[src/rtl/run_event_logger_if.sv]
`default_nettype none
// ----------------------------------------------------------------------------
// Module   : run_event_logger_if
// Purpose  : Read-side handshake bundle of the run event logger. The logger
//            (master) presents the FIFO head and occupancy; the consumer
//            (slave) answers with rd_ready.
// Revision : 1.0 - initial release
// ----------------------------------------------------------------------------
interface run_event_logger_if #(
  parameter int LEN_W  = 8,
  parameter int ADDR_W = 2
);
  logic              rd_valid;
  logic              rd_ready;
  logic [LEN_W-1:0]  rd_len;
  logic [ADDR_W:0]   level;

  modport master (
    output rd_valid,
    output rd_len,
    output level,
    input  rd_ready
  );

  modport slave (
    input  rd_valid,
    input  rd_len,
    input  level,
    output rd_ready
  );
endinterface
`default_nettype wire

[src/rtl/run_event_logger.sv]
`default_nettype none
// ----------------------------------------------------------------------------
// Module   : run_event_logger
// Purpose  : Measures each interval where the run detector output z_in is
//            high, counts run starts and queues every completed run length
//            in a small FIFO drained through a valid/ready handshake.
// Revision : 1.0 - initial release
// ----------------------------------------------------------------------------
module run_event_logger #(
  parameter int LEN_W  = 8,
  parameter int CNT_W  = 16,
  parameter int ADDR_W = 2
) (
  input  wire                  clock,
  input  wire                  rst,
  input  wire                  z_in,
  input  wire                  clr,
  run_event_logger_if.master   rd_if,
  output logic [CNT_W-1:0]     evt_count,
  output logic                 busy,
  output logic                 overflow
);

  localparam int              c_DEPTH   = 2**ADDR_W;
  localparam logic [ADDR_W:0] c_FULL    = {1'b1, {ADDR_W{1'b0}}};
  localparam logic [LEN_W-1:0] c_LEN_MAX = {LEN_W{1'b1}};
  localparam logic [CNT_W-1:0] c_CNT_MAX = {CNT_W{1'b1}};

  typedef enum logic [0:0] {
    S_IDLE = 1'b0,
    S_RUN  = 1'b1
  } state_t;

  state_t              r_state;
  logic [LEN_W-1:0]    r_run_len;
  logic [CNT_W-1:0]    r_evt_count;
  logic                r_overflow;
  logic [ADDR_W-1:0]   r_wr_ptr;
  logic [ADDR_W-1:0]   r_rd_ptr;
  logic [ADDR_W:0]     r_level;
  logic [LEN_W-1:0]    r_mem [c_DEPTH];

  logic w_valid;
  logic w_full;
  logic w_push_req;
  logic w_pop;
  logic w_push;
  logic w_drop;

  // Handshake and push/pop qualification for this edge
  always_comb begin
    w_valid    = (r_level != '0);
    w_full     = (r_level == c_FULL);
    w_push_req = (r_state == S_RUN) && !z_in;
    w_pop      = w_valid && rd_if.rd_ready;
    // A full FIFO still accepts the new entry when the head leaves on the same edge
    w_push     = w_push_req && (!w_full || w_pop);
    w_drop     = w_push_req && w_full && !w_pop;
  end

  // Run tracking FSM: measures run length and counts run starts
  always_ff @(posedge clock or posedge rst) begin
    if (rst) begin
      r_state     <= S_IDLE;
      r_run_len   <= '0;
      r_evt_count <= '0;
    end else if (clr) begin
      r_state     <= S_IDLE;
      r_run_len   <= '0;
      r_evt_count <= '0;
    end else begin
      case (r_state)
        S_IDLE: begin
          if (z_in) begin
            r_state   <= S_RUN;
            r_run_len <= {{(LEN_W-1){1'b0}}, 1'b1};
            if (r_evt_count != c_CNT_MAX) begin
              r_evt_count <= r_evt_count + CNT_W'(1);
            end
          end
        end
        S_RUN: begin
          if (z_in) begin
            if (r_run_len != c_LEN_MAX) begin
              r_run_len <= r_run_len + LEN_W'(1);
            end
          end else begin
            r_state <= S_IDLE;
          end
        end
        default: begin
          r_state <= S_IDLE;
        end
      endcase
    end
  end

  // FIFO pointers, occupancy and sticky drop flag
  always_ff @(posedge clock or posedge rst) begin
    if (rst) begin
      r_wr_ptr   <= '0;
      r_rd_ptr   <= '0;
      r_level    <= '0;
      r_overflow <= 1'b0;
    end else if (clr) begin
      r_wr_ptr   <= '0;
      r_rd_ptr   <= '0;
      r_level    <= '0;
      r_overflow <= 1'b0;
    end else begin
      if (w_push) begin
        r_wr_ptr <= r_wr_ptr + ADDR_W'(1);
      end
      if (w_pop) begin
        r_rd_ptr <= r_rd_ptr + ADDR_W'(1);
      end
      case ({w_push, w_pop})
        2'b10:   r_level <= r_level + (ADDR_W+1)'(1);
        2'b01:   r_level <= r_level - (ADDR_W+1)'(1);
        default: r_level <= r_level;
      endcase
      if (w_drop) begin
        r_overflow <= 1'b1;
      end
    end
  end

  // FIFO storage; contents are don't-care until qualified by occupancy
  always_ff @(posedge clock) begin
    if (!clr && w_push) begin
      r_mem[r_wr_ptr] <= r_run_len;
    end
  end

  // Output drive; head entry is gated so an empty FIFO presents zero
  always_comb begin
    rd_if.rd_valid = w_valid;
    rd_if.rd_len   = w_valid ? r_mem[r_rd_ptr] : '0;
    rd_if.level    = r_level;
    evt_count      = r_evt_count;
    busy           = (r_state == S_RUN);
    overflow       = r_overflow;
  end

endmodule
`default_nettype wire
[src/flat_wrapper.sv]
// flat-port wrapper written by rule: the top's interface ports become plain ports
module run_event_logger_flat 
#(
  parameter int LEN_W  = 8,
  parameter int CNT_W  = 16,
  parameter int ADDR_W = 2
)
  (clock, rst, z_in, clr, evt_count, busy, overflow, rd_if_rd_valid, rd_if_rd_len, rd_if_level, rd_if_rd_ready);
  run_event_logger_if #(.LEN_W(LEN_W), .ADDR_W(ADDR_W)) rd_if_i ();
  input  wire clock;
  input  wire rst;
  input  wire z_in;
  input  wire clr;
  output logic [CNT_W-1:0] evt_count;
  output logic busy;
  output logic overflow;
  output wire logic [$bits(rd_if_i.rd_valid)-1:0] rd_if_rd_valid;
  output wire logic [$bits(rd_if_i.rd_len)-1:0] rd_if_rd_len;
  output wire logic [$bits(rd_if_i.level)-1:0] rd_if_level;
  input wire logic [$bits(rd_if_i.rd_ready)-1:0] rd_if_rd_ready;
  assign rd_if_rd_valid = rd_if_i.rd_valid;
  assign rd_if_rd_len = rd_if_i.rd_len;
  assign rd_if_level = rd_if_i.level;
  assign rd_if_i.rd_ready = rd_if_rd_ready;
  run_event_logger #(.LEN_W(LEN_W), .CNT_W(CNT_W), .ADDR_W(ADDR_W)) u_core (.clock(clock), .rst(rst), .z_in(z_in), .clr(clr), .rd_if(rd_if_i), .evt_count(evt_count), .busy(busy), .overflow(overflow));
endmodule
[config.mk]
export PLATFORM = sky130hd
export DESIGN_NAME = run_event_logger_flat
export DESIGN_NICKNAME = d
export VERILOG_FILES = /design/src/rtl/run_event_logger_if.sv /design/src/rtl/run_event_logger.sv /design/src/flat_wrapper.sv
export SDC_FILE = /design/constraint.sdc
export NUM_CORES = 1
export LEC_CHECK = 0
export ABC_AREA = 1
export ABC_CLOCK_PERIOD_IN_PS = 3200
export BUFFER_PORTS_ARGS = -buffer_cell sky130_fd_sc_hd__clkbuf_2
export CORE_UTILIZATION = 60
export DETAILED_ROUTE_END_ITERATION = 7
export MAX_ROUTING_LAYER = met4
export PLACE_DENSITY = 0.86
export SETUP_SLACK_MARGIN = 0.3
export SYNTH_ARGS = -nofsm -noshare
export SYNTH_HDL_FRONTEND = slang
export SYNTH_SLANG_ARGS = --single-unit
[constraint.sdc]
create_clock -name clock -period 3.2 [get_ports clock]
set_input_delay 0.16 -clock clock [delete_from_list [all_inputs] [get_ports clock]]
set_output_delay 0.16 -clock clock [all_outputs]
set_load 0.05 [all_outputs]
==> results.json <==
{
  "run_status": "finished clean",
  "grt_max_degree": 34,
  "pwr-share-clk": 0.337,
  "pwr-share-seq": 0.396,
  "seqCellArea_mm2": 0.00179,
  "gp_congestion": 0.860,
  "crit_type": "register to output pin",
  "coreArea_mm2": 0.00527,
  "multiInputGateArea_mm2": 0.00135,
  "vias": 2753,
  "numPortBuffers": 34,
  "ant_nets": 0,
  "crit_start": "u_core.r_rd_ptr[0]$_DFFE_PP0P_",
  "ys_seq_area_frac": 0.527,
  "wire_per_inst_um": 13.7,
  "vias_per_cell": 5.51,
  "antenna_found_initial": 0,
  "root_buffer": "clkbuf_8",
  "fin_nets": 437,
  "dp.cells": 483,
  "rsz0062_at_grt": "false",
  "crit_path_start_kind": "register",
  "ir_drop_mv": 0.456,
  "post_cts_buffers": 0,
  "hold_buffers": 1,
  "cp-end-kind": "output pin",
  "clock-sinks": 65,
  "numCtsBuffers": 9,
  "slowest_delay_ns": 0.69,
  "overflow": 0,
  "io_pins": 35,
  "power_density_mw_per_mm2": 634,
  "n_antenna_cell": 0,
  "reg2reg_slack_ns": 1.24,
  "path_cells": "inv_1 > o21ai_0 > a21oi_1 > clkbuf_2",
  "fillers": 399,
  "place_hpwl_um": 4730,
  "grt_pass1_wl_um": 11400,
  "die_h_um": 77.1,
  "grt_pass1_vias": 2469,
  "initial_core_util": 0.643,
  "rr_startpoint": "u_core.busy$_DFF_PP0_",
  "finalSetupViolations": 0,
  "crit_fanout": 18,
  "worst_pin_slew_ns": 0.655,
  "yosysUniqueCellTypes": 30,
  "clk_latency_ns": 0.34,
  "endpoint": "rd_if_rd_len[0]",
  "netlist_instances": 387,
  "worst_slew_margin_rel": 0.562,
  "drt_iter0_markers": 194,
  "setup_tns_ns": 0,
  "clockBufferDepth": 2,
  "p_switching_w": 0.000862,
  "min_period_over_period": 0.693,
  "std_cell_rows": 26,
  "hold_violations": 0,
  "p_sw_frac": 0.356,
  "timing.hold.worst.class": "input pin to register",
  "crit_slowest_cell": "dfrtp_1",
  "die_area_mm2": 0.00595,
  "yosys_warnings": 0,
  "synth_area_mm2": 0.00339,
  "final-max-slew-violation-count": 0,
  "drive_gt1_frac": 0.181,
  "post-route-util": 0.725,
  "fin_skew_ns": 0.00401,
  "cts_resized": 0,
  "max_clock_freq_mhz": 451,
  "power_w": 0.00242,
  "area_growth_pct": 12.8,
  "totalWireLength_um": 6830,
  "fp.dieW_um": 77.1,
  "drv_cap": 0,
  "r2r_end": "u_core.r_mem[3][5]$_DFFE_PP_",
  "fin_cells": 500,
  "final.min_clock_period_ns": 2.22,
  "syn_nets": 399,
  "leakagePower_nw": 1.69,
  "htree_levels": 3,
  "power.internal_w": 0.00156,
  "critPathRequiredTime_ns": 3.04,
  "syn_avg_cell_area_um2": 8.76,
  "synth_seq_cells": 65,
  "firstDrtPassIters": 6,
  "cts_tree": "yes",
  "reg2regPathDepth": 4,
  "drc": 0,
  "worst_ep_arrival_time_ns": 2.06,
  "track_usage": 0.257,
  "cts.clk_slew.worst_paths_ns": 0.07,
  "power_frac_comb": 0.267
}
stage by stage:
stage | cell area, um2 | worst slack (ns) | hold WS [ns]
6_report | 3820 | 0.982 | 0.0732
5_1_grt | 3820 | 0.836 | 0.102
4_1_cts | 3820 | 0.991 | 0.0706
3_5_place_dp | 3580 | 1.27 | 0.275
3_3_place_gp | 3580 | 1.33 | 0.250
2_1_floorplan | 3390 | 0.818 | 0.237
cell type report:
| type | count | area share |
|---|---|---|
| Clock buffer | 10 | 0.0334 |
| Multi-Input combinational cell | 265 | 0.352 |
| Timing Repair Buffer | 36 | 0.0491 |
| Tap cell | 70 | 0.0229 |
| Clock inverter | 6 | 0.0278 |
| Inverter | 48 | 0.0471 |
| Sequential cell | 65 | 0.467 |
worst max-delay path: cells and delay by family, from the launching register on:
kind / cells / cell delay [ns]
DFF: 1 / 0.69
buffers and inverters: 2 / 0.61
AOI/OAI and AO/OA: 2 / 0.42
flip-flops by register name, indices dropped and copies added (netlist names):
register / flops
u_core.evt_count: 16
u_core.busy: 1
u_core.r_run_len: 8
u_core.r_wr_ptr: 2
u_core.r_rd_ptr: 2
u_core.rd_if.level: 3
u_core.r_mem: 32
u_core.overflow: 1
power groups by stage:
stage | logic (W) | registers [W] | clock network [W]
finish | 0.000647 | 0.000960 | 0.000817
global route | 0.000698 | 0.000968 | 0.000851
CTS | 0.000648 | 0.000960 | 0.000822
global placement | 0.000634 | 0.000975 | 0
floorplan | 0.000475 | 0.00102 | 0
detailed placement | 0.000646 | 0.000977 | 0
routing by layer:
| layer | vias to the layer above | GRT usage | share of wire |
|---|---|---|---|
| met4 | 0 | 0.138 | 0.028 |
| li1 | 1349 | - | - |
| met2 | 122 | 0.370 | 0.46 |
| met5 | - | - | 0 |
| met1 | 1263 | 0.352 | 0.44 |
| met3 | 19 | 0.0381 | 0.071 |
cell usage after synthesis (all sizes together):
| cell | n | area (um2) |
|---|---|---|
| a21oi | 15 | 75.1 |
| buf | 6 | 63.8 |
| clkbuf | 3 | 11.3 |
| clkinv | 1 | 3.75 |
| dfrtp | 33 | 826 |
| edfxtp | 32 | 961 |
| fa | 1 | 20.0 |
| ha | 6 | 75.1 |
| inv | 47 | 176 |
| nand2 | 79 | 317 |
| nand3 | 34 | 175 |
| nand3b | 1 | 7.51 |
| nand4 | 6 | 37.5 |
| nor2 | 70 | 293 |
| nor3 | 1 | 5.00 |
| o211ai | 1 | 7.51 |
| o21a | 1 | 7.51 |
| o21ai | 41 | 258 |
| o21bai | 2 | 15.0 |
| or2 | 3 | 18.8 |
| xor2 | 4 | 35.0 |
worst min-delay path by stage:
stage / startpoint / end / slack (ns) / depth (start not counted)
after floorplan: clr / u_core.busy$_DFF_PP0_ / 0.24 / 1
after global placement: rst / u_core.r_run_len[6]$_DFFE_PP0P_ / 0.25 / 3
after detailed placement: rst / u_core.r_run_len[2]$_DFFE_PP0P_ / 0.28 / 3
after CTS: z_in / u_core.busy$_DFF_PP0_ / 0.07 / 3
after global routing: z_in / u_core.busy$_DFF_PP0_ / 0.10 / 3
final: z_in / u_core.busy$_DFF_PP0_ / 0.07 / 3
logic make-up after synthesis:
group,Yosys count,synth area share
compound gates,60,0.107
xor+xnor,4,0.0103
fa+ha+maj,7,0.0281
buf+inv,57,0.0753
flops,65,0.527
simple gates,194,0.252
placed cells by master, fill, tap and decap left out, drive strengths merged:
cell type / count
a21oi: 15
buf: 1
bufinv: 3
clkbuf: 44
clkinv: 4
dfrtp: 33
dlygate4sd3: 1
edfxtp: 32
fa: 1
ha: 6
inv: 47
nand2: 79
nand3: 34
nand3b: 1
nand4: 6
nor2: 70
nor3: 1
o211ai: 1
o21a: 1
o21ai: 41
o21bai: 2
or2: 3
xor2: 4
(Power assumes the default switching activity.)
